<file path="src/rtl/vga_sync_decoder_if.sv">
// Signal bundle between a VGA timing source and vga_sync_decoder.
// The master drives sync and colour; the slave (decoder) returns recovered pixels and status.
interface vga_sync_decoder_if;
   logic        HS_IN;
   logic        VS_IN;
   logic [11:0] COLOUR_IN;
   logic        PIX_VALID;
   logic [9:0]  X_OUT;
   logic [8:0]  Y_OUT;
   logic [11:0] COLOUR_OUT;
   logic        LOCKED;
   logic        FRAME_DONE;
   logic [15:0] FRAME_COUNT;
   logic        H_ERR;
   logic        V_ERR;
   logic [7:0]  ERR_COUNT;

   modport master (
      output HS_IN, VS_IN, COLOUR_IN,
      input  PIX_VALID, X_OUT, Y_OUT, COLOUR_OUT, LOCKED, FRAME_DONE,
      input  FRAME_COUNT, H_ERR, V_ERR, ERR_COUNT
   );

   modport slave (
      input  HS_IN, VS_IN, COLOUR_IN,
      output PIX_VALID, X_OUT, Y_OUT, COLOUR_OUT, LOCKED, FRAME_DONE,
      output FRAME_COUNT, H_ERR, V_ERR, ERR_COUNT
   );
endinterface

</file>
<file path="src/rtl/vga_sync_decoder.sv">
// Sink-side VGA decoder: recovers pixel coordinates and colour from HS/VS/colour,
// checks line and frame timing, and reports lock, frame and error status.
module vga_sync_decoder #(
   parameter int unsigned CLKS_PER_PIXEL = 4,
   parameter int unsigned SAMPLE_PHASE   = 2,
   parameter int unsigned H_TOTAL        = 800,
   parameter int unsigned H_SYNC         = 96,
   parameter int unsigned H_ACT_START    = 144,
   parameter int unsigned H_ACT_END      = 784,
   parameter int unsigned V_TOTAL        = 521,
   parameter int unsigned V_SYNC         = 2,
   parameter int unsigned V_ACT_START    = 31,
   parameter int unsigned V_ACT_END      = 511
) (
   input logic               CLK,
   input logic               RESET,
   vga_sync_decoder_if.slave bus
);
   localparam int PH_W = (CLKS_PER_PIXEL > 1) ? $clog2(CLKS_PER_PIXEL) : 1;
   localparam logic [PH_W-1:0] PH_LAST   = PH_W'(CLKS_PER_PIXEL - 1);
   localparam logic [PH_W-1:0] PH_SAMPLE = PH_W'(SAMPLE_PHASE);
   localparam logic [PH_W-1:0] PH_ONE    = PH_W'(1);
   localparam logic [PH_W-1:0] PH_ZERO   = PH_W'(0);
   localparam logic [9:0] CNT_MAX     = 10'h3FF;
   localparam logic [9:0] H_LINE_END  = 10'(H_TOTAL);
   localparam logic [9:0] H_SYNC_C    = 10'(H_SYNC);
   localparam logic [9:0] H_ACT_S_C   = 10'(H_ACT_START);
   localparam logic [9:0] H_ACT_E_C   = 10'(H_ACT_END);
   localparam logic [9:0] V_LAST_C    = 10'(V_TOTAL - 1);
   localparam logic [9:0] V_SYNC_C    = 10'(V_SYNC);
   localparam logic [9:0] V_ACT_S_C   = 10'(V_ACT_START);
   localparam logic [9:0] V_ACT_E_C   = 10'(V_ACT_END);

   typedef enum logic [1:0] {
      ST_SEARCH = 2'd0,
      ST_HLOCK  = 2'd1,
      ST_LOCKED = 2'd2
   } state_t;

   state_t          state_q, state_d;
   logic            hs_prev_q, hs_prev_d, vs_prev_q, vs_prev_d;
   logic [PH_W-1:0] phase_q, phase_d;
   logic [9:0]      hcnt_q, hcnt_d, vcnt_q, vcnt_d;
   logic            pix_valid_q, pix_valid_d;
   logic [9:0]      x_q, x_d;
   logic [8:0]      y_q, y_d;
   logic [11:0]     colour_q, colour_d;
   logic            frame_done_q, frame_done_d;
   logic [15:0]     frame_count_q, frame_count_d;
   logic            h_err_q, h_err_d, v_err_q, v_err_d;
   logic [7:0]      err_count_q, err_count_d;

   logic hs_fall, hs_rise, vs_fall, vs_rise, phase_last;
   logic h_err, v_err, frame_ok, sample;
   logic [8:0] err_sum;

   always_comb begin
      hs_prev_d  = bus.HS_IN;
      vs_prev_d  = bus.VS_IN;
      hs_fall    = hs_prev_q & ~bus.HS_IN;
      hs_rise    = ~hs_prev_q & bus.HS_IN;
      vs_fall    = vs_prev_q & ~bus.VS_IN;
      vs_rise    = ~vs_prev_q & bus.VS_IN;
      phase_last = (phase_q == PH_LAST);
      if (hs_fall) begin
         phase_d = PH_ONE;
         hcnt_d  = 10'd0;
      end else begin
         phase_d = phase_last ? PH_ZERO : phase_q + PH_ONE;
         hcnt_d  = (phase_last && hcnt_q != CNT_MAX) ? hcnt_q + 10'd1 : hcnt_q;
      end
      if (hs_fall && vs_fall) begin
         vcnt_d = 10'd0;
      end else if (hs_fall && vcnt_q != CNT_MAX) begin
         vcnt_d = vcnt_q + 10'd1;
      end else begin
         vcnt_d = vcnt_q;
      end
   end

   // A correct HS fall arrives the clock after the last phase of pixel H_TOTAL-1,
   // when the counters already read (H_TOTAL, 0). VS may rise together with the
   // HS fall that opens line V_SYNC, so the rise is judged on the updated line count.
   always_comb begin
      h_err = (state_q != ST_SEARCH) &&
              ((hs_fall && !(hcnt_q == H_LINE_END && phase_q == PH_ZERO)) ||
               (hs_rise && !(hcnt_q == H_SYNC_C && phase_q == PH_ZERO)));
      v_err = (state_q == ST_LOCKED) &&
              ((vs_fall && !(hs_fall && vcnt_q == V_LAST_C)) ||
               (vs_rise && vcnt_d != V_SYNC_C));
      frame_ok = (state_q == ST_LOCKED) && vs_fall && !v_err;
      state_d = state_q;
      case (state_q)
         ST_SEARCH: begin
            if (hs_fall) state_d = ST_HLOCK;
            else         state_d = ST_SEARCH;
         end
         ST_HLOCK: begin
            if (h_err)                   state_d = ST_SEARCH;
            else if (hs_fall && vs_fall) state_d = ST_LOCKED;
            else                         state_d = ST_HLOCK;
         end
         ST_LOCKED: begin
            if (h_err || v_err) state_d = ST_SEARCH;
            else                state_d = ST_LOCKED;
         end
         default: state_d = ST_SEARCH;
      endcase
   end

   always_comb begin
      sample = (state_q == ST_LOCKED) && (phase_q == PH_SAMPLE) &&
               (hcnt_q >= H_ACT_S_C) && (hcnt_q < H_ACT_E_C) &&
               (vcnt_q >= V_ACT_S_C) && (vcnt_q < V_ACT_E_C);
      pix_valid_d = sample;
      if (sample) begin
         x_d      = hcnt_q - H_ACT_S_C;
         y_d      = 9'(vcnt_q - V_ACT_S_C);
         colour_d = bus.COLOUR_IN;
      end else begin
         x_d      = x_q;
         y_d      = y_q;
         colour_d = colour_q;
      end
      frame_done_d  = frame_ok;
      frame_count_d = frame_count_q + {15'd0, frame_ok};
      h_err_d       = h_err;
      v_err_d       = v_err;
      err_sum       = {1'b0, err_count_q} + {8'd0, h_err} + {8'd0, v_err};
      err_count_d   = err_sum[8] ? 8'hFF : err_sum[7:0];
   end

   always_ff @(posedge CLK) begin
      if (RESET) begin
         state_q       <= ST_SEARCH;
         hs_prev_q     <= 1'b1;
         vs_prev_q     <= 1'b1;
         phase_q       <= PH_ZERO;
         hcnt_q        <= 10'd0;
         vcnt_q        <= 10'd0;
         pix_valid_q   <= 1'b0;
         x_q           <= 10'd0;
         y_q           <= 9'd0;
         colour_q      <= 12'd0;
         frame_done_q  <= 1'b0;
         frame_count_q <= 16'd0;
         h_err_q       <= 1'b0;
         v_err_q       <= 1'b0;
         err_count_q   <= 8'd0;
      end else begin
         state_q       <= state_d;
         hs_prev_q     <= hs_prev_d;
         vs_prev_q     <= vs_prev_d;
         phase_q       <= phase_d;
         hcnt_q        <= hcnt_d;
         vcnt_q        <= vcnt_d;
         pix_valid_q   <= pix_valid_d;
         x_q           <= x_d;
         y_q           <= y_d;
         colour_q      <= colour_d;
         frame_done_q  <= frame_done_d;
         frame_count_q <= frame_count_d;
         h_err_q       <= h_err_d;
         v_err_q       <= v_err_d;
         err_count_q   <= err_count_d;
      end
   end

   assign bus.PIX_VALID   = pix_valid_q;
   assign bus.X_OUT       = x_q;
   assign bus.Y_OUT       = y_q;
   assign bus.COLOUR_OUT  = colour_q;
   assign bus.LOCKED      = (state_q == ST_LOCKED);
   assign bus.FRAME_DONE  = frame_done_q;
   assign bus.FRAME_COUNT = frame_count_q;
   assign bus.H_ERR       = h_err_q;
   assign bus.V_ERR       = v_err_q;
   assign bus.ERR_COUNT   = err_count_q;
endmodule
</file>
<file path="src/flat_wrapper.sv">
// flat-port wrapper written by rule: the top's interface ports become plain ports
module vga_sync_decoder_flat 
#(
   parameter int unsigned CLKS_PER_PIXEL = 4,
   parameter int unsigned SAMPLE_PHASE   = 2,
   parameter int unsigned H_TOTAL        = 800,
   parameter int unsigned H_SYNC         = 96,
   parameter int unsigned H_ACT_START    = 144,
   parameter int unsigned H_ACT_END      = 784,
   parameter int unsigned V_TOTAL        = 521,
   parameter int unsigned V_SYNC         = 2,
   parameter int unsigned V_ACT_START    = 31,
   parameter int unsigned V_ACT_END      = 511
)
  (CLK, RESET, bus_HS_IN, bus_VS_IN, bus_COLOUR_IN, bus_PIX_VALID, bus_X_OUT, bus_Y_OUT, bus_COLOUR_OUT, bus_LOCKED, bus_FRAME_DONE, bus_FRAME_COUNT, bus_H_ERR, bus_V_ERR, bus_ERR_COUNT);
  vga_sync_decoder_if bus_i ();
  input logic CLK;
  input logic RESET;
  input wire logic [$bits(bus_i.HS_IN)-1:0] bus_HS_IN;
  input wire logic [$bits(bus_i.VS_IN)-1:0] bus_VS_IN;
  input wire logic [$bits(bus_i.COLOUR_IN)-1:0] bus_COLOUR_IN;
  output wire logic [$bits(bus_i.PIX_VALID)-1:0] bus_PIX_VALID;
  output wire logic [$bits(bus_i.X_OUT)-1:0] bus_X_OUT;
  output wire logic [$bits(bus_i.Y_OUT)-1:0] bus_Y_OUT;
  output wire logic [$bits(bus_i.COLOUR_OUT)-1:0] bus_COLOUR_OUT;
  output wire logic [$bits(bus_i.LOCKED)-1:0] bus_LOCKED;
  output wire logic [$bits(bus_i.FRAME_DONE)-1:0] bus_FRAME_DONE;
  output wire logic [$bits(bus_i.FRAME_COUNT)-1:0] bus_FRAME_COUNT;
  output wire logic [$bits(bus_i.H_ERR)-1:0] bus_H_ERR;
  output wire logic [$bits(bus_i.V_ERR)-1:0] bus_V_ERR;
  output wire logic [$bits(bus_i.ERR_COUNT)-1:0] bus_ERR_COUNT;
  assign bus_i.HS_IN = bus_HS_IN;
  assign bus_i.VS_IN = bus_VS_IN;
  assign bus_i.COLOUR_IN = bus_COLOUR_IN;
  assign bus_PIX_VALID = bus_i.PIX_VALID;
  assign bus_X_OUT = bus_i.X_OUT;
  assign bus_Y_OUT = bus_i.Y_OUT;
  assign bus_COLOUR_OUT = bus_i.COLOUR_OUT;
  assign bus_LOCKED = bus_i.LOCKED;
  assign bus_FRAME_DONE = bus_i.FRAME_DONE;
  assign bus_FRAME_COUNT = bus_i.FRAME_COUNT;
  assign bus_H_ERR = bus_i.H_ERR;
  assign bus_V_ERR = bus_i.V_ERR;
  assign bus_ERR_COUNT = bus_i.ERR_COUNT;
  vga_sync_decoder #(.CLKS_PER_PIXEL(CLKS_PER_PIXEL), .SAMPLE_PHASE(SAMPLE_PHASE), .H_TOTAL(H_TOTAL), .H_SYNC(H_SYNC), .H_ACT_START(H_ACT_START), .H_ACT_END(H_ACT_END), .V_TOTAL(V_TOTAL), .V_SYNC(V_SYNC), .V_ACT_START(V_ACT_START), .V_ACT_END(V_ACT_END)) u_core (.CLK(CLK), .RESET(RESET), .bus(bus_i));
endmodule
</file>
<file path="config.mk">
export PLATFORM = sky130hd
export DESIGN_NAME = vga_sync_decoder_flat
export DESIGN_NICKNAME = d
export VERILOG_FILES = /design/src/rtl/vga_sync_decoder_if.sv /design/src/rtl/vga_sync_decoder.sv /design/src/flat_wrapper.sv
export SDC_FILE = /design/constraint.sdc
export NUM_CORES = 1
export LEC_CHECK = 0
export ABC_AREA = 1
export BUFFER_PORTS_ARGS = -buffer_cell sky130_fd_sc_hd__clkbuf_2
export CAP_MARGIN = 5
export CORE_MARGIN = 3
export CORE_UTILIZATION = 35
export DETAILED_ROUTE_END_ITERATION = 16
export PLACE_DENSITY = 0.64
export SETUP_SLACK_MARGIN = 0.4
export SKIP_LAST_GASP = 1
export SLEW_MARGIN = 20
export SYNTH_ARGS = -nofsm -noshare
export SYNTH_HDL_FRONTEND = slang
export SYNTH_SLANG_ARGS = --single-unit
</file>
<file path="constraint.sdc">
create_clock -name CLK -period 9.65 [get_ports CLK]
set_input_delay 1.4475 -clock CLK [delete_from_list [all_inputs] [get_ports CLK]]
set_output_delay 1.4475 -clock CLK [all_outputs]
set_load 0.02 [all_outputs]
</file>
# [Yosys cells after proc, flatten, opt, wreduce, memory -nomap -nowiden]
# Index checks and enable logic that the tools add are counted.
[op_classes] add_sub_neg=8 magnitude_cmp=4 eq_ne=10 n_mux=10 bitwise_logic=8 n_reduce_logical=31
[op_table] op="$add 10x1->10 const B" count=2
[op_table] op="$eq 10x10->1 const B" count=2
[op_table] op="$mux 10" count=2
[op_table] op="$ne 10x10->1 const B" count=2
[op_table] op="$logic_and 1x1->1" count=19
[op_table] op="$add 16x1->16" count=1
[op_table] op="$eq 10x7->1 const B" count=1
[op_table] op="$ge 10x5->1 const B" count=1
[op_table] op="$ge 10x8->1 const B" count=1
[op_table] op="$lt 10x10->1 const B" count=1
[op_table] op="$lt 10x9->1 const B" count=1
[op_table] op="$ne 10x2->1 const B" count=1
[op_table] op="$sub 10x8->10 const B" count=1
[op_table] op="$add 8x1->9" count=1
[op_table] op="$add 9x1->9" count=1
[op_table] op="$sub 9x5->9 const B" count=1
[op_table] op="$mux 8" count=1
[op_table] op="$eq 2x2->1 const B" count=3
[op_table] op="$mux 2" count=3
[op_table] op="$pmux 2 s3" count=1
[op_table] op="$and 1x1->1" count=4
[op_table] op="$logic_not 1->1" count=4
[op_table] op="$logic_not 2->1" count=2
[op_table] op="$not 1->1" count=4
[op_table] op="7 further kinds" count=11
[totals] regBits=85 input_bits=16 out_inout_bits=60 word_cells=87

# [Logic depth before layout (Yosys ltp)]
[depth] ltp_word=12 mapped_depth=27 mapped_depth_nobuf=27

# [Worst setup path before layout]
# No wires, ideal clock.
[synth_timing] path_kind="input port to flip-flop" start="input port bus_HS_IN" end="register u_core.frame_count_q[14] (netlist: u_core.bus.FRAME_COUNT[14])" setup_ns=0.128 arrival_ns=3.890 required_ns=9.522 setup_slack_ns=5.632 cell_stages=23 path_buffers=0 path_cell_list="nor2_4 inv_2 nor2_2 inv_2 nand3_1 nand2_1 nor2_2 nand3_2 nand2_2 nand4_1 inv_1 ha_1 ha_1 nand2_1 nor2_1 inv_2 nor2_1 nand4_1 nor2_1 nand2_1 nor4_2 xor2_1 nor2_1"
[synth_between] elab_chain_len=12 word_cells_on_any_way=16 classes_between="1 x add/sub; 1 x eq/ne; 2 x mux; 2 x bitwise; 10 x reduce/logical"
[synth_rtl] item="start, declared" line="flat_wrapper.sv:19" rtl="input wire logic [$bits(bus_i.HS_IN)-1:0] bus_HS_IN;"
[synth_rtl] item="$not 1->1 *" line="vga_sync_decoder.sv:60" rtl="hs_fall = hs_prev_q & ~bus.HS_IN;"
[synth_rtl] item="$and 1x1->1 *" line="vga_sync_decoder.sv:60"
[synth_rtl] item="$logic_and 1x1->1" line="vga_sync_decoder.sv:74" rtl="end else if (hs_fall && vcnt_q != CNT_MAX) begin"
[synth_rtl] item="$mux 10" line="vga_sync_decoder.sv:74"
[synth_rtl] item="$mux 10" line="vga_sync_decoder.sv:72" rtl="if (hs_fall && vs_fall) begin"
[synth_rtl] item="$ne 10x2->1" line="vga_sync_decoder.sv:90" rtl="(vs_rise && vcnt_d != V_SYNC_C));"
[synth_rtl] item="$logic_and 1x1->1" line="vga_sync_decoder.sv:90"
[synth_rtl] item="$logic_or 1x1->1 *" line="vga_sync_decoder.sv:89" rtl="((vs_fall && !(hs_fall && vcnt_q == V_LAST_C)) ||"
[synth_rtl] item="$logic_and 1x1->1 *" line="vga_sync_decoder.sv:88" rtl="v_err = (state_q == ST_LOCKED) &&"
[synth_rtl] item="$logic_not 1->1 *" line="vga_sync_decoder.sv:91" rtl="frame_ok = (state_q == ST_LOCKED) && vs_fall && !v_err;"
[synth_rtl] item="$logic_and 1x1->1 *" line="vga_sync_decoder.sv:91"
[synth_rtl] item="via u_core.frame_done_d" line="vga_sync_decoder.sv:48" rtl="logic frame_done_q, frame_done_d;"
[synth_rtl] item="$add 16x1->16 *" line="vga_sync_decoder.sv:126" rtl="frame_count_d = frame_count_q + {15'd0, frame_ok};"
[synth_rtl] item="end signal, assigned" line="vga_sync_decoder.sv:162" rtl="frame_count_q <= frame_count_d;"
[synth_rtl] item="end, declared" line="vga_sync_decoder.sv:49" rtl="logic [15:0] frame_count_q, frame_count_d;"
# Mark *: on every way through the listed nets, which the timed path passes. The rest lies on a longest branch.
# A chain may end at the register's enable or synchronous reset.

# [Worst setup path in the final report]
# Same ends and word-level chain as after synthesis.

==> impl_metrics.yaml <==
detailed_routing:
  wl_met3_um: 538
  highest_layer: "met4"
  drtIter0Drc: 183
  ant_nets: 0
  vias_per_cell: 4.876
  num_vias: 3618
  wl_met1_um: 4458
  drc: 0
  met2_length_um: 4299
  drtPass1Iterations: 4
  wl_per_cell_um: 12.82
  routed_wl_um: 9510
layout:
  layout_commonest_cell: "nand2_1"
  fillCellCount: 1104
  nNetsFinal: 628
  most-common-layout-cells: "102 x nand2_1, 85 x dfxtp_1, 75 x clkbuf_2"
  final_util_pct: 43.62
  syn2layout_area_growth_pct: 20.82
  drive_above_1_share_pct: 20.93
  antenna_cells: 0
logic_synthesis:
  synthArstFlopShare_pct: 0
  synth_top_area_cell: "dfxtp_1"
  yosysWarnings: 0
  synthDistinctLibCells: 39
  synthesis.area_um2: 3948
  synth_top_cell_area_share_pct: 43.11
  synthTopCellsByArea: "dfxtp_1 43%, nand2_1 9.7%, a21oi_1 7.1%"
  synth_edf_count: 0
  syn_area_per_cell_um2: 7.533
  synth_flop_cell: "dfxtp_1"
  ys_seq_area_share_pct: 43.11
  synth_seq_cells: 85
  syn-instance-count: 524
  syn_nets: 555
cts:
  clkLatencyLatePin_ns: 0.34
  clockBufferDepth: 2
  cts.clk_slew.worst_paths_ns: 0.06
  cts.sinks: 85
  root_buffer: "clkbuf_16"
  post-cts-setup-buffers: 0
  numCtsBuffers: 9
  htreeDepth: 3
  cts_tree: "built"
  hold_buffers: 0
  cts_resized: 0
sta:
  clock_skew_ns: 0.007347
  tightest_slew_ns: 0.7692
  rsz0062_at_grt: "false"
  setup_ws_ns: 5.306
  post-route-period-util_pct: 45.02
  fmax_mhz: 230.2
  finalHoldViolations: 0
  fin_setup_tns_ns: 0
  min_period_ns: 4.344
  slew_headroom_pct: 48.65
  setup_viol: 0
  drv_slew: 0
global_routing:
  grt_pass1_vias: 3432
  grt_use_total_pct: 15.43
  grt_pass1_wl_um: 15950
  antenna_found_initial: 0
  grt_remaining_overflow: 0
  grt_max_degree: 51
critical_path:
  path_buf_inv: 5
  cp_data_arrival_time_ns: 4.55
  startpoint_type: "primary input"
  endpoint_kind: "flop"
  cpPeakStageDelay_ns: 0.36
  cp_max_fo: 14
  critPathTopFamily: "simple AND/OR/NAND/NOR gates"
  crit_required_ns: 9.85
  cp.depth: 24
  worst-setup-path-type: "primary input to flop"
  crit_top_cell: "nor2_1"
  r2r_cells: 25
  crit_slowest_cell: "nor2_4"
  crit_chain: "clkbuf_2, nor2_4, inv_2, nor2_2, inv_2, nand3_1, nand2_1, nor2_2, nand3_2, nand2_2, nand4_1, inv_1, ha_1, ha_1, nand2_1, nor2_1, inv_2, nor2_1, nand4_1, nor2_1, nand2_1, nor4_2, xor2_1, nor2_1"
die:
  io-pin-count: 76
  std_cell_rows: 38
  dieArea_um2: 12590
  fp.dieH_um: 112.2
  initial_core_util_pct: 36.10
  die_width_um: 112.2
  core_area_um2: 10940
power_and_ir_drop:
  powerDensity_nw_per_um2: 166.4
  max-vdd-ir-drop_v: 0.0001132
  leakagePower_nw: 2.004
outcome:
  status: "finished clean"
placed_design:
  dp_hpwl_um: 7003
  dp_slack_ns: 4.961
  gp_congestion: 0.8885
  numPortBuffers: 75
hold_path:
  hold_path.class: "flop to flop"
  holdPathStages: 2
job:
  maxCapViolCount: 0
## per-stage QoR
step	instances	hold WS [ns]	cell area [um^2]	total power, mW
CTS	742	0.4652	4770	0.8062
detailed placement	726	0.4558	4428	0.4101
global placement	726	0.4503	4428	0.4093
floorplan	524	0.4539	3948	0.3971
global route	742	0.4749	4770	0.8232
finish	742	0.4634	4770	0.7938
## final timing paths
path	startpoint	endpoint	slack, ns
hold / removal	u_core.bus.X_OUT[9]$_SDFFE_PP0P_	u_core.bus.X_OUT[9]$_SDFFE_PP0P_	0.46
setup reg to reg	u_core.vcnt_q[0]$_SDFF_PP0_	u_core.bus.FRAME_COUNT[14]$_SDFF_PP0_	6.01
setup / recovery	bus_HS_IN	u_core.bus.FRAME_COUNT[14]$_SDFF_PP0_	5.31
hold reg to reg	u_core.bus.X_OUT[9]$_SDFFE_PP0P_	u_core.bus.X_OUT[9]$_SDFFE_PP0P_	0.46
## power breakdown
group / internal, mW / switching, mW / leakage [nW]
Combinational: 0.0144 / 0.0287 / 1.15
Sequential: 0.355 / 0.00424 / 0.687
Clock: 0.260 / 0.132 / 0.167
## Yosys cell counts (2+ instances only)
| cell | instances |
|---|---|
| inv_2 | 10 |
| nor4_1 | 2 |
| dfxtp_1 | 85 |
| nor2_2 | 6 |
| xor2_1 | 8 |
| buf_2 | 2 |
| nor3b_1 | 2 |
| ha_1 | 14 |
| o21ai_1 | 14 |
| o21a_1 | 2 |
| nand4_1 | 7 |
| buf_4 | 4 |
| nand3_2 | 4 |
| nand2_1 | 102 |
| nor2_1 | 54 |
| inv_1 | 52 |
| xnor2_1 | 4 |
| nor2_4 | 2 |
| a21oi_1 | 56 |
| nor3_1 | 14 |
| clkbuf_1 | 7 |
| nand3_1 | 29 |
| nand2_2 | 5 |
| nor3_2 | 2 |
| o21ai_0 | 19 |
| a31oi_1 | 5 |
## cell type report
| type | count | area [um^2] | share of cell area (%) |
|---|---|---|---|
| Inverter | 63 | 239.0 | 5.010 |
| Clock buffer | 12 | 246.5 | 5.168 |
| Clock inverter | 4 | 95.09 | 1.994 |
| Sequential cell | 85 | 1702 | 35.68 |
| Tap cell | 140 | 175.2 | 3.673 |
| Multi-Input combinational cell | 362 | 1929 | 40.45 |
| Timing Repair Buffer | 76 | 382.9 | 8.027 |
## flip-flops by register name (all words and copies together) (netlist names)
| name | count |
|---|---|
| u_core.state_q | 2 |
| u_core.hs_prev_q | 1 |
| u_core.bus.FRAME_COUNT | 16 |
| u_core.hcnt_q | 10 |
| u_core.bus.COLOUR_OUT | 12 |
| u_core.phase_q | 2 |
| u_core.bus.H_ERR | 1 |
| u_core.bus.X_OUT | 10 |
| u_core.vcnt_q | 10 |
| u_core.bus.PIX_VALID | 1 |
| u_core.bus.ERR_COUNT | 8 |
| u_core.bus.FRAME_DONE | 1 |
| u_core.bus.V_ERR | 1 |
| u_core.bus.Y_OUT | 9 |
| u_core.vs_prev_q | 1 |
## logic make-up after synthesis
family | count (synthesis) | synth area share [%]
flops | 85 | 43.11
xor+xnor | 12 | 2.662
compound gates | 99 | 13.28
simple gates | 236 | 27.99
buf+inv | 77 | 8.019
fa+ha+maj | 15 | 4.945
## per-layer routing
| layer | vias up | GRT usage [%] |
|---|---|---|
| li1 | 1862 | - |
| met1 | 1630 | 19.15 |
| met2 | 110 | 25.71 |
| met3 | 16 | 4.097 |
| met4 | 0 | 5.849 |
| met5 | - | 0 |
## worst reg2reg max path, stage by stage, from the launching register on
cell and delay, ns:
dfxtp_1 0.46, ha_1 0.25, nand2_1 0.09, nor2_2 0.17
nand3_4 0.17, nand2_8 0.14, nand2_1 0.08, nand3_2 0.07
nand2_1 0.06, nor2_2 0.13, nand3_2 0.09, nand2_2 0.07
nand4_1 0.11, inv_1 0.08, ha_1 0.16, ha_1 0.16
nand2_1 0.07, nor2_1 0.15, inv_2 0.04, nor2_1 0.15
nand4_1 0.14, nor2_1 0.11, nand2_1 0.12, nor4_2 0.21
xor2_1 0.17, nor2_1 0.05
No activity file was read; power rests on OpenSTA's default activity.
